## config.mk

```make
export PLATFORM = sky130hd
export DESIGN_NAME = decode_stage_rv32i
export DESIGN_NICKNAME = d
export VERILOG_FILES = /design/src/rtl/rv32i_decode_pkg.sv /design/src/rtl/rv32i_decode_comb.sv /design/src/rtl/decode_stage_rv32i.sv
export SDC_FILE = /design/constraint.sdc
export NUM_CORES = 1
export LEC_CHECK = 0
export BUFFER_PORTS_ARGS = -buffer_cell sky130_fd_sc_hd__buf_2
export CAP_MARGIN = 20
export CELL_PAD_IN_SITES_DETAIL_PLACEMENT = 0
export CELL_PAD_IN_SITES_GLOBAL_PLACEMENT = 1
export CORE_MARGIN = 1.5
export CORE_UTILIZATION = 35
export DETAILED_ROUTE_END_ITERATION = 12
export MAX_ROUTING_LAYER = met4
export PLACE_DENSITY = 0.85
export SYNTH_ARGS = -nofsm -noshare
export SYNTH_HDL_FRONTEND = slang
export SYNTH_HIERARCHICAL = 1
export SYNTH_SLANG_ARGS = --single-unit
```

## constraint.sdc

```tcl
create_clock -name clk -period 3.3 [get_ports clk]
set_clock_uncertainty 0.05 [all_clocks]
set_input_delay 0.66 -clock clk [delete_from_list [all_inputs] [get_ports clk]]
set_output_delay 0.66 -clock clk [all_outputs]
set_load 0.02 [all_outputs]
```

## src/rtl/rv32i_decode_pkg.sv

```systemverilog
// Shared RV32I decode definitions: opcodes, ALU/memory-size codes and the
// control bundle passed from decode to execute.
package rv32i_decode_pkg;

  localparam int CtrlAluW = 5;

  localparam logic [6:0] OPPI   = 7'b0010011;
  localparam logic [6:0] OPPR   = 7'b0110011;
  localparam logic [6:0] LUI    = 7'b0110111;
  localparam logic [6:0] AUIPC  = 7'b0010111;
  localparam logic [6:0] JAL    = 7'b1101111;
  localparam logic [6:0] JALR   = 7'b1100111;
  localparam logic [6:0] BRANCH = 7'b1100011;
  localparam logic [6:0] LOAD   = 7'b0000011;
  localparam logic [6:0] STORE  = 7'b0100011;

  // CPY sits in the 11xxx range, which no {funct7==1, ins[30], funct3} code can reach
  localparam logic [CtrlAluW-1:0] ADD = 5'b00000;
  localparam logic [CtrlAluW-1:0] CPY = 5'b11111;

  localparam logic [2:0] MS_B  = 3'd0;
  localparam logic [2:0] MS_H  = 3'd1;
  localparam logic [2:0] MS_W  = 3'd2;
  localparam logic [2:0] MS_BU = 3'd4;
  localparam logic [2:0] MS_HU = 3'd5;

  typedef struct packed {
    logic                RegWriteControl;
    logic                LinkAddrWrite;
    logic [2:0]          BranchType;
    logic                TestBranch;
    logic                AlwaysBranch;
    logic                AbsoluteBranch;
    logic                UseImm;
    logic                UsePC;
    logic [CtrlAluW-1:0] ALUCode;
    logic                RAMWrite;
    logic                RAMRead;
    logic [2:0]          MemSize;
  } decode_ctrl_t;

endpackage

```

## src/rtl/rv32i_decode_comb.sv

```systemverilog
// Pure combinational RV32I(+M) instruction decoder: control bundle, immediate,
// illegal flag and register-port usage for hazard detection.
module rv32i_decode_comb
  import rv32i_decode_pkg::*;
#(
  parameter int EN_MEXT = 0
) (
  input  logic [31:0]  instr,
  output decode_ctrl_t ctrl,
  output logic [31:0]  imm,
  output logic         illegal,
  output logic         usesRs1,
  output logic         usesRs2
);

  logic [6:0]  opcode;
  logic [2:0]  funct3;
  logic [6:0]  funct7;
  logic [31:0] iImm, sImm, bImm, uImm, jImm;

  assign opcode = instr[6:0];
  assign funct3 = instr[14:12];
  assign funct7 = instr[31:25];

  assign iImm = {{20{instr[31]}}, instr[31:20]};
  assign sImm = {{20{instr[31]}}, instr[31:25], instr[11:7]};
  assign bImm = {{20{instr[31]}}, instr[7], instr[30:25], instr[11:8], 1'b0};
  assign uImm = {instr[31:12], 12'b0};
  assign jImm = {{12{instr[31]}}, instr[19:12], instr[20], instr[30:21], 1'b0};

  always_comb begin
    // NOTE: every output gets a default first so no path leaves one unassigned (no latches).
    ctrl    = '0;
    imm     = '0;
    illegal = 1'b0;
    usesRs1 = 1'b0;
    usesRs2 = 1'b0;
    case (opcode)
      OPPI: begin
        imm                  = iImm;
        usesRs1              = 1'b1;
        ctrl.UseImm          = 1'b1;
        ctrl.RegWriteControl = 1'b1;
        ctrl.ALUCode         = {1'b0, (funct3 == 3'd5) & instr[30], funct3};
        if (funct3 == 3'd1)
          illegal = (funct7 != 7'b0000000);
        else if (funct3 == 3'd5)
          illegal = (funct7 != 7'b0000000) && (funct7 != 7'b0100000);
      end
      OPPR: begin
        usesRs1              = 1'b1;
        usesRs2              = 1'b1;
        ctrl.RegWriteControl = 1'b1;
        ctrl.ALUCode         = {funct7 == 7'b0000001, instr[30], funct3};
        case (funct7)
          7'b0000000: illegal = 1'b0;
          7'b0100000: illegal = !((funct3 == 3'd0) || (funct3 == 3'd5));
          7'b0000001: illegal = (EN_MEXT == 0);
          default:    illegal = 1'b1;
        endcase
      end
      LUI: begin
        imm                  = uImm;
        ctrl.ALUCode         = CPY;
        ctrl.RegWriteControl = 1'b1;
      end
      AUIPC: begin
        imm                  = uImm;
        ctrl.UsePC           = 1'b1;
        ctrl.ALUCode         = ADD;
        ctrl.RegWriteControl = 1'b1;
      end
      JAL: begin
        imm                = jImm;
        ctrl.AlwaysBranch  = 1'b1;
        ctrl.LinkAddrWrite = 1'b1;
      end
      JALR: begin
        imm                 = iImm;
        usesRs1             = 1'b1;
        ctrl.AlwaysBranch   = 1'b1;
        ctrl.AbsoluteBranch = 1'b1;
        ctrl.ALUCode        = ADD;
        ctrl.LinkAddrWrite  = 1'b1;
        illegal             = (funct3 != 3'd0);
      end
      BRANCH: begin
        imm             = bImm;
        usesRs1         = 1'b1;
        usesRs2         = 1'b1;
        ctrl.TestBranch = 1'b1;
        ctrl.UsePC      = 1'b1;
        ctrl.UseImm     = 1'b1;
        ctrl.ALUCode    = ADD;
        ctrl.BranchType = funct3;
        illegal         = (funct3 == 3'd2) || (funct3 == 3'd3);
      end
      LOAD: begin
        imm                  = iImm;
        usesRs1              = 1'b1;
        ctrl.UseImm          = 1'b1;
        ctrl.ALUCode         = ADD;
        ctrl.RAMRead         = 1'b1;
        ctrl.MemSize         = funct3;
        ctrl.RegWriteControl = 1'b1;
        illegal              = (funct3 == 3'd3) || (funct3 == 3'd6) || (funct3 == 3'd7);
      end
      STORE: begin
        imm           = sImm;
        usesRs1       = 1'b1;
        usesRs2       = 1'b1;
        ctrl.UseImm   = 1'b1;
        ctrl.ALUCode  = ADD;
        ctrl.RAMWrite = 1'b1;
        ctrl.MemSize  = funct3;
        illegal       = (funct3 > 3'd2);
      end
      default: illegal = 1'b1;
    endcase
    // x0 is hard-wired zero, so a write to it is pointless
    if (instr[11:7] == 5'd0) ctrl.RegWriteControl = 1'b0;
    // illegal instructions still flow, but must not write, branch or touch memory
    if (illegal) ctrl = '0;
  end

endmodule

```

## src/rtl/decode_stage_rv32i.sv

```systemverilog
// Registered RV32I decode stage: one-entry valid/ready output register with
// flush and load-use bubble insertion between fetch and execute.
module decode_stage_rv32i
  import rv32i_decode_pkg::*;
#(
  parameter int dataW    = 32,
  parameter int RegAddrW = 5,
  parameter int ALUCodeW = 5,
  parameter int EN_MEXT  = 0
) (
  input  logic                clk,
  input  logic                rst,
  input  logic                Flush,
  input  logic                InValid,
  output logic                InReady,
  input  logic [dataW-1:0]    InInstr,
  input  logic [dataW-1:0]    InPC,
  output logic                OutValid,
  input  logic                OutReady,
  output logic [dataW-1:0]    OutPC,
  output logic [RegAddrW-1:0] RegData1,
  output logic [RegAddrW-1:0] RegData2,
  output logic [RegAddrW-1:0] RegWriteAddr,
  output logic [dataW-1:0]    ImmOut,
  output decode_ctrl_t        Ctrl,
  output logic                Illegal
);

  if (dataW != 32 || ALUCodeW != CtrlAluW || RegAddrW != 5) begin : gBadParams
    $error("decode_stage_rv32i: unsupported parameter set");
  end

  decode_ctrl_t decCtrl;
  logic [31:0]  decImm;
  logic         decIllegal;
  logic         decUsesRs1;
  logic         decUsesRs2;
  logic         hazard;
  logic         accept;

  rv32i_decode_comb #(.EN_MEXT(EN_MEXT)) uDecode (
    .instr   (InInstr),
    .ctrl    (decCtrl),
    .imm     (decImm),
    .illegal (decIllegal),
    .usesRs1 (decUsesRs1),
    .usesRs2 (decUsesRs2)
  );

  // A registered load whose rd feeds the incoming instruction forces one bubble
  assign hazard = OutValid & Ctrl.RAMRead & (RegWriteAddr != '0) & InValid &
                  ((decUsesRs1 & (InInstr[19:15] == RegWriteAddr)) |
                   (decUsesRs2 & (InInstr[24:20] == RegWriteAddr)));

  assign InReady = ~rst & ~Flush & ~hazard & (~OutValid | OutReady);
  assign accept  = InValid & InReady;

  always_ff @(posedge clk) begin
    // NOTE: sequential state uses non-blocking assignments so all registers update together.
    if (rst) begin
      OutValid     <= 1'b0;
      OutPC        <= '0;
      RegData1     <= '0;
      RegData2     <= '0;
      RegWriteAddr <= '0;
      ImmOut       <= '0;
      Ctrl         <= '0;
      Illegal      <= 1'b0;
    end else if (Flush) begin
      OutValid <= 1'b0;
    end else if (accept) begin
      OutValid     <= 1'b1;
      OutPC        <= InPC;
      RegData1     <= InInstr[19:15];
      RegData2     <= InInstr[24:20];
      RegWriteAddr <= InInstr[11:7];
      ImmOut       <= decImm;
      Ctrl         <= decCtrl;
      Illegal      <= decIllegal;
    end else if (OutReady) begin
      OutValid <= 1'b0;
    end
  end

endmodule

```

Word level (Yosys, flattened, before mapping)
Cells that the tools add are included.

Mux-type cells: 21. $lt $le $gt $ge: 1. Eq/ne operators: 20. Shifts and indexed selects: 0. Add/sub/neg operators: 0. Reduce and logical (&&, ||, !) cells: 25. Multipliers: 0. Bitwise operators: 17. Divide/modulo/power cells: 0.

Operators with widths (count): $pmux W32 S5 (1); $eq A7 B6 Y1 const B (4); $eq A7 B7 Y1 const B (3); $mux W20 (1); $pmux W5 S3 (1); $eq A7 B5 Y1 const B (2); $mux W1 (14); $and A1 B1 Y1 (11); $eq A5 B5 Y1 (2); $reduce_or A2 Y1 (5); $eq A3 B3 Y1 const B (3); $reduce_or A3 Y1 (3); $eq A7 B1 Y1 const B (1); $eq A7 B2 Y1 const B (1); $logic_not A7 Y1 (1); $ne A7 B6 Y1 const B (1); $pmux W1 S7 (1); $reduce_bool A7 Y1 (1); $eq A3 B2 Y1 const B (2); $reduce_or A6 Y1 (1); $logic_not A5 Y1 (1); $reduce_bool A5 Y1 (1); $reduce_or A5 Y1 (1); $logic_or A1 B1 Y1 (4); other kinds (14) (18).

Logic and storage cells: 103. Latch bits: 0. Bits in read-only memories: 0. Output and inout port bits: 102. Bits in registers: 101. Memory bits (writable): 0. Memories: 0.

Logic depth before layout (Yosys ltp)
Gate-level depths: netlist of the first run.

Depth after elaboration: 11. Mapped depth: 12. Mapped depth without buffers: 8.

By module
Netlist of the first run, hierarchy kept.

By module, submodules not included: decode_stage_rv32i (area an instance 5198.7 um2, instances 1, cells an instance 606, seq. area each 2021.9 um2); rv32i_decode_comb (area an instance 893.4 um2, instances 1, cells an instance 134, seq. area each 0.0 um2).

Worst setup path after synthesis of the first run
No wires, ideal clock.

Path kind: input to output. Start point: in InInstr[2]. End point: out InReady. Arrival time: 2.661 ns. Slack: -0.071 ns. Stages on the path: 11. Cells stage by stage: buf_2 > nand4bb_1 > buf_2 > nor3_2 > a21o_1 > or2_2 > nand2_1 > o22ai_1 > clkbuf_1 > clkbuf_1 > a31oi_1.

Word-level cells in the longest chain between the ends: 9.

Ends and longest elaborated chain: from (decl) (RTL line decode_stage_rv32i.sv:16) `input logic [dataW-1:0] InInstr,`; $eq A7 B7 Y1 or $eq A7 B6 Y1 (tied branches) (RTL line rv32i_decode_comb.sv:38) `case (opcode)`; $reduce_or A3 Y1 (no line) *; $mux W1 * (RTL line rv32i_decode_comb.sv:38); net decUsesRs2 (RTL line decode_stage_rv32i.sv:37) `logic decUsesRs2;`; $and A1 B1 Y1 * (RTL line decode_stage_rv32i.sv:53) `(decUsesRs2 & (InInstr[24:20] == RegWriteAddr)));`; $or A1 B1 Y1 * (RTL line decode_stage_rv32i.sv:52) `((decUsesRs1 & (InInstr[19:15] == RegWriteAddr)) |`; $and A1 B1 Y1 * (RTL line decode_stage_rv32i.sv:51) `assign hazard = OutValid & Ctrl.RAMRead & (RegWriteAddr != '0) & InValid &`; $not A1 Y1 * (RTL line decode_stage_rv32i.sv:55) `assign InReady = ~rst & ~Flush & ~hazard & (~OutValid | OutReady);`; $and A1 B1 Y1 * (2 in series) (RTL line decode_stage_rv32i.sv:55); to (decl) (RTL line decode_stage_rv32i.sv:15) `output logic InReady,`.

The timed path passes the listed nets; every way through them passes the cells marked *.

Worst setup path in the final report of the first run
Start point: reg RegWriteAddr[0]. End point: out InReady.

Word-level cells in the longest chain between the ends: 7.

Ends and longest elaborated chain: from (decl) (RTL line decode_stage_rv32i.sv:23) `output logic [RegAddrW-1:0] RegWriteAddr,`; from (signal assigned) (RTL line decode_stage_rv32i.sv:76) `RegWriteAddr <= InInstr[11:7];`; $eq A5 B5 Y1 (tied with other cells) (RTL line decode_stage_rv32i.sv:52); $and A1 B1 Y1, on equally long branches (RTL line decode_stage_rv32i.sv:52, decode_stage_rv32i.sv:51, decode_stage_rv32i.sv:53); $or A1 B1 Y1 or $and A1 B1 Y1 (tied branches) (RTL line decode_stage_rv32i.sv:52, decode_stage_rv32i.sv:51); $and A1 B1 Y1 * (RTL line decode_stage_rv32i.sv:51); $not A1 Y1 * (RTL line decode_stage_rv32i.sv:55); $and A1 B1 Y1 * (2 in series) (RTL line decode_stage_rv32i.sv:55).

Every way passes the cells marked *; elsewhere a longest branch is shown, timed or not.

==> results of run 1 <==
==> stage by stage <==
step | hold WS [ns] | cells | power, W | setup WS (ns)
final | 0.457 | 1079 | 0.00272 | 0.293
after global placement | 0.438 | 1063 | 0.00175 | 0.275
after detailed placement | 0.443 | 1063 | 0.00175 | 0.278
after global routing | 0.484 | 1079 | 0.00284 | 0.123
after CTS | 0.457 | 1078 | 0.00275 | 0.274
after floorplan | 0.515 | 740 | 0.00158 | 0.0234
==> power by group <==
part | switching (W) | leakage, nW | internal, W
Sequential | 0.0000440 | 0.823 | 0.00127
Clock | 0.000476 | 0.134 | 0.000523
Combinational | 0.000254 | 2.27 | 0.000155
==> flip-flops by register name, summed over array words and instances, names as in the netlist <==
name	count
OutValid	1
RegData2	5
ImmOut	32
OutPC	32
Illegal	1
Ctrl	20
RegData1	5
RegWriteAddr	5
==> critical path: cells and delay by family (launching register included) <==
| family | cells | cell delay (ns) |
|---|---|---|
| flops | 1 | 0.47 |
| buf+inv | 1 | 0.22 |
| compound gates | 1 | 0.21 |
| simple gates | 3 | 1.03 |
==> logic make-up after synthesis <==
family,Yosys count,share of synthesized area [%]
buffers and inverters,97,7.83
multiplexers,2,0.349
XOR/XNOR,11,1.58
AO/OA/AOI/OAI,249,35.2
flip-flops,101,33.2
AND/OR/NAND/NOR,280,21.9
==> area by class of cell <==
type	count	area, um2
multi-input combinational	542	3640
timing repair buffer	189	1030
inverter	6	22.5
fill	1824	9910
clock inverter	5	27.5
tap	225	282
clock buffer	10	239
antenna	1	2.50
sequential	101	2020
==> synth_stat cells, drive strengths merged (2+ instances only) <==
| library cell | instances |
|---|---|
| nand2 | 115 |
| nand3 | 102 |
| dfxtp | 101 |
| a2bb2oi | 99 |
| o221ai | 99 |
| clkbuf | 52 |
| buf | 39 |
| a21o | 22 |
| nor2 | 17 |
| nor3 | 10 |
| xnor2 | 10 |
| and2 | 9 |
| inv | 6 |
| nand2b | 6 |
| a21oi | 5 |
| a22o | 5 |
| nand4 | 4 |
| nor4 | 4 |
| a31oi | 3 |
| o21ai | 3 |
| o22ai | 3 |
| a31o | 2 |
| a32o | 2 |
| and3 | 2 |
| nand3b | 2 |
| or2 | 2 |
==> final timing paths <==
check	to	depth (start not counted)
setup / recovery	InReady	5
hold / removal	Ctrl[3]	2
setup reg to reg	ImmOut[19]	6
hold reg to reg	Ctrl[3]	2
==> per-layer routing <==
metal  track usage, %  up-vias
met4             6.93        0
li1                 -     3100
met1             30.3     3102
met2             33.5      267
met5                -        -
met3             4.92       25
==> run metrics, run 1 <==
total track usage 22.5%; Final setup viols 0; Seq/Total Area, Yosys 33.2%; Hold WC Path Type reg -> reg; top sig layer met4; post-synth top area share 33.2%; clock-pin slew on the worst setup and hold paths 0.07 ns; CP Class reg -> out; worst vdd rail ir drop 0.254 mV; predominant post-synthesis flop cell dfxtp_1; Req. time, crit path 2.59 ns; fin. max-slew vios 0; largest net degree at the start of global routing 99; Max stage delay cell, worst path nor2_4; RSZ-0062 raised after global routing false; Via Count 6494; Worst Setup SP RegWriteAddr[0]; cell accounting for the most synthesized area dfxtp_1; Post-Route WL 20000 um; die height 135 um; Yosys warning count 6; Vias/cell 6.02; wire length on met2 9020 um; worst r2r src RegWriteAddr[0]; Startpoint Class flop; WL/cell 18.5 um; Post-DP Area 7000 um2; Synth async-reset ratio 0%; TritonCTS Buffers 9; Clock Latency Late Sink 0.36 ns; Tightest Pin Transition 0.997 ns; Tcrit/Tclk final 91.1%; Area Overhead vs Synth 19.3%; # nets final 918; Leak 3.23 nW; Setup TNS 0 ns; Crit. End Element output pin; outcome completed; final hold viol count 0; min Tclk post-route 3.01 ns; Seq cells post-synth 101; GR Overflow Total 0; most frequent cells in the layout buf_2, nand2_1, dfxtp_1, nand3_1; DR iter-0 viols 561; Power Dens Cells 375 nW/um2; post-CTS setup buffers 0; Highest Clock Rate 333 MHz; clock tree buffer depth 2; Post-synth EDFFs 0; flop2flop setup slack 0.48 ns; CP max FO 41; Top Ports 171; CP max stage delay 0.79 ns; Buffers on Ports 170; Final Util 42.3%; fraction of layout instances using a drive strength above 1 25.9%; Post-Syn Area 6090 um2; vias in the first global route 5853; first-pass GRT wire length 31700 um; Final GP Congestion 0.874; dpl hpwl 13300 um; max-cap violations 0; Post-Syn Instances 740; CP Data Arrival Time 2.30 ns; TritonCTS Sinks 101; Synth Net Count 809; Std-Cell Rows 48; initial antenna violation count 1; die area 18200 um2; metal3 WL 1500 um; CTS HTree Levels 3; crit-path cells or4_1, nor2_1, nor2_4, a31oi_1, buf_2; DRC 0; Synth cell types 50; Relative slew margins 33.4%; Post-CTS Hold Buffers 0; core area 17200 um2; most common cell after layout, fill and taps aside buf_2; post-route ant nets 0; Root Driver clkbuf_16; drt pass-1 iters 5; initial core utilization 35.5%; Avg Cell Area, Syn 8.23 um2; Die Wd 135 um; Design Area, Final 7270 um2; dominant cells by area after synthesis dfxtp_1, a2bb2oi_1, o221ai_1; worst hold path startpoint Ctrl[3]; Met1 Wirelength 9090 um; CTS tree done; # resized after CTS 0
No activity file was read; power rests on OpenSTA's default activity.
==> inputs of run 2 (changes only) <==
--- a/config.mk
+++ b/config.mk
@@ -5,15 +5,16 @@
 export SDC_FILE = /design/constraint.sdc
 export NUM_CORES = 1
 export LEC_CHECK = 0
-export BUFFER_PORTS_ARGS = -buffer_cell sky130_fd_sc_hd__buf_2
 export CAP_MARGIN = 20
 export CELL_PAD_IN_SITES_DETAIL_PLACEMENT = 0
 export CELL_PAD_IN_SITES_GLOBAL_PLACEMENT = 1
 export CORE_MARGIN = 1.5
-export CORE_UTILIZATION = 35
+export CORE_UTILIZATION = 42
 export DETAILED_ROUTE_END_ITERATION = 12
+export DONT_BUFFER_PORTS = 1
+export GPL_TIMING_DRIVEN = 1
 export MAX_ROUTING_LAYER = met4
-export PLACE_DENSITY = 0.85
+export PLACE_DENSITY = 0.84
 export SYNTH_ARGS = -nofsm -noshare
 export SYNTH_HDL_FRONTEND = slang
 export SYNTH_HIERARCHICAL = 1
==> run metrics, run 2 (same netlist as run 1, synthesis figures left out) <==
initial antenna violation count 0 (was 1); Crit. End Element output pin (unchanged); vias in the first global route 5527 (was 5853); post-route ant nets 0 (unchanged); min Tclk post-route 2.96 ns (was 3.01 ns); Highest Clock Rate 338 MHz (was 333 MHz); CP Data Arrival Time 2.25 ns (was 2.30 ns); core area 14000 um2 (was 17200 um2); drt pass-1 iters 5 (unchanged); worst vdd rail ir drop 0.249 mV (was 0.254 mV); clock-pin slew on the worst setup and hold paths 0.07 ns (about the same); Req. time, crit path 2.59 ns (about the same); RSZ-0062 raised after global routing false (unchanged); TritonCTS Buffers 9 (unchanged); Via Count 5910 (was 6494); Post-Route WL 19700 um (was 20000 um); WL/cell 22.9 um (was 18.5 um); Startpoint Class flop (unchanged); initial core utilization 43.4% (was 35.5%); Tcrit/Tclk final 89.6% (was 91.1%); Die Wd 123 um (was 135 um); CP max FO 6 (was 41); Worst Hold Path EP Ctrl[3] (unchanged); Setup TNS 0 ns (unchanged); flop2flop setup slack 0.72 ns (was 0.48 ns); worst r2r src RegWriteAddr[0] (unchanged); Leak 2.38 nW (was 3.23 nW); Tightest Pin Transition 1.14 ns (was 0.997 ns); die area 15200 um2 (was 18200 um2); Final setup viols 0 (unchanged); # nets final 742 (was 918); Post-DP Area 6030 um2 (was 7000 um2); Design Area, Final 6300 um2 (was 7270 um2); Post-CTS Hold Buffers 0 (unchanged); TritonCTS Sinks 101 (unchanged); Place WS 0.314 ns (was 0.278 ns); Clock Latency Late Sink 0.35 ns (was 0.36 ns); CP Class reg -> out (unchanged); outcome completed (unchanged); worst hold path startpoint rst (was Ctrl[3]); DR iter-0 viols 517 (was 561); Ant. Diodes 0 (was 1); max-cap violations 0 (unchanged); die height 123 um (was 135 um); first-pass GRT wire length 29900 um (was 31700 um); Hold WC Path Type in -> reg (was reg -> reg); # resized after CTS 0 (unchanged); final setup margin 0.342 ns (was 0.293 ns); clock tree buffer depth 2 (unchanged); dpl hpwl 12700 um (was 13300 um); most frequent cells in the layout nand2_1, dfxtp_1, nand3_1 (was buf_2, nand2_1, dfxtp_1, nand3_1); RR Endpoint RegData1[4] (was ImmOut[19]); Buffers on Ports 0 (was 170); post-CTS setup buffers 0 (unchanged); DRC 0 (unchanged); largest net degree at the start of global routing 200 (was 99); CTS tree done (unchanged); GR Overflow Total 0 (unchanged); fin. max-slew vios 0 (unchanged); Final GP Congestion 0.905 (was 0.874); CTS HTree Levels 3 (unchanged); final hold viol count 0 (unchanged); Power Dens Cells 418 nW/um2 (was 375 nW/um2); fillcell total 1373 (was 1824); Reg2Reg Depth 6 (unchanged); fraction of layout instances using a drive strength above 1 6.06% (was 25.9%); Hold Path Depth 1 (was 2); Relative slew margins 24.0% (was 33.4%); Std-Cell Rows 43 (was 48); Regs by FF count ImmOut (32), OutPC (32), Ctrl (20) (unchanged); Vias/cell 6.90 (was 6.02); Top Ports 171 (unchanged); Root Driver clkbuf_16 (unchanged); most common cell after layout, fill and taps aside nand2_1 (was buf_2); Area Overhead vs Synth 3.49% (was 19.3%); total track usage 25.8% (was 22.5%)
==> run 2: cell count changes in the layout (fill, tap and decap cells not counted), sizes merged <==
cell,previous run,this run
clkbuf,10,13
clkinvlp,1,0
diode,1,0
clkinv,4,1
bufinv,0,1
buf,189,13
==> run 2: how the worst max path moves through the flow <==
stage	to	start	cells after the start
detailed placement	OutValid	InInstr[2]	9
global route	InReady	RegWriteAddr[0]	4
floorplan	InReady	InInstr[2]	11
finish	InReady	RegWriteAddr[0]	4
CTS	InReady	RegWriteAddr[0]	4
global placement	OutValid	InInstr[2]	9
==> run 2: final cells by class <==
| type | instances | area [um2] | share of cell area [%] |
|---|---|---|---|
| clock buffers | 13 | 240 | 3.81 |
| clock inverters | 2 | 35.0 | 0.556 |
| inverters | 6 | 22.5 | 0.357 |
| multi-input cells | 542 | 3640 | 57.7 |
| flip-flops and latches | 101 | 2020 | 32.1 |
| well taps | 180 | 225 | 3.57 |
| repair buffers | 13 | 123 | 1.94 |
==> run 2: critical path, stage by stage, from the launching register on <==
cell and delay [ns]:
dfxtp_1 0.46, or4_1 0.58, nor2_1 0.25, nor2_4 0.07, a31oi_1 0.54
==> run 2: power by group <==
part	switching [W]	total, W	internal, W
sequential	0.000117	0.00139	0.00127
clock	0.000467	0.00105	0.000585
combinational	0.000107	0.000199	0.0000917
==> run 2: per-stage QoR <==
stage          power, W  utilization [%]  hold WS, ns  std cells
6_report        0.00264             44.9        0.351        857
5_1_grt         0.00273             44.9        0.335        857
4_1_cts         0.00265             44.9        0.318        857
3_5_place_dp    0.00161             42.9        0.552        842
3_3_place_gp    0.00160             42.9        0.541        842
2_1_floorplan   0.00158                -        0.515        740
==> run 2: per-layer routing <==
metal	track usage, %	wire length [um]
met1	30.0	7960
met2	41.4	9300
met3	10.1	2020
met4	7.83	388
met5	-	0
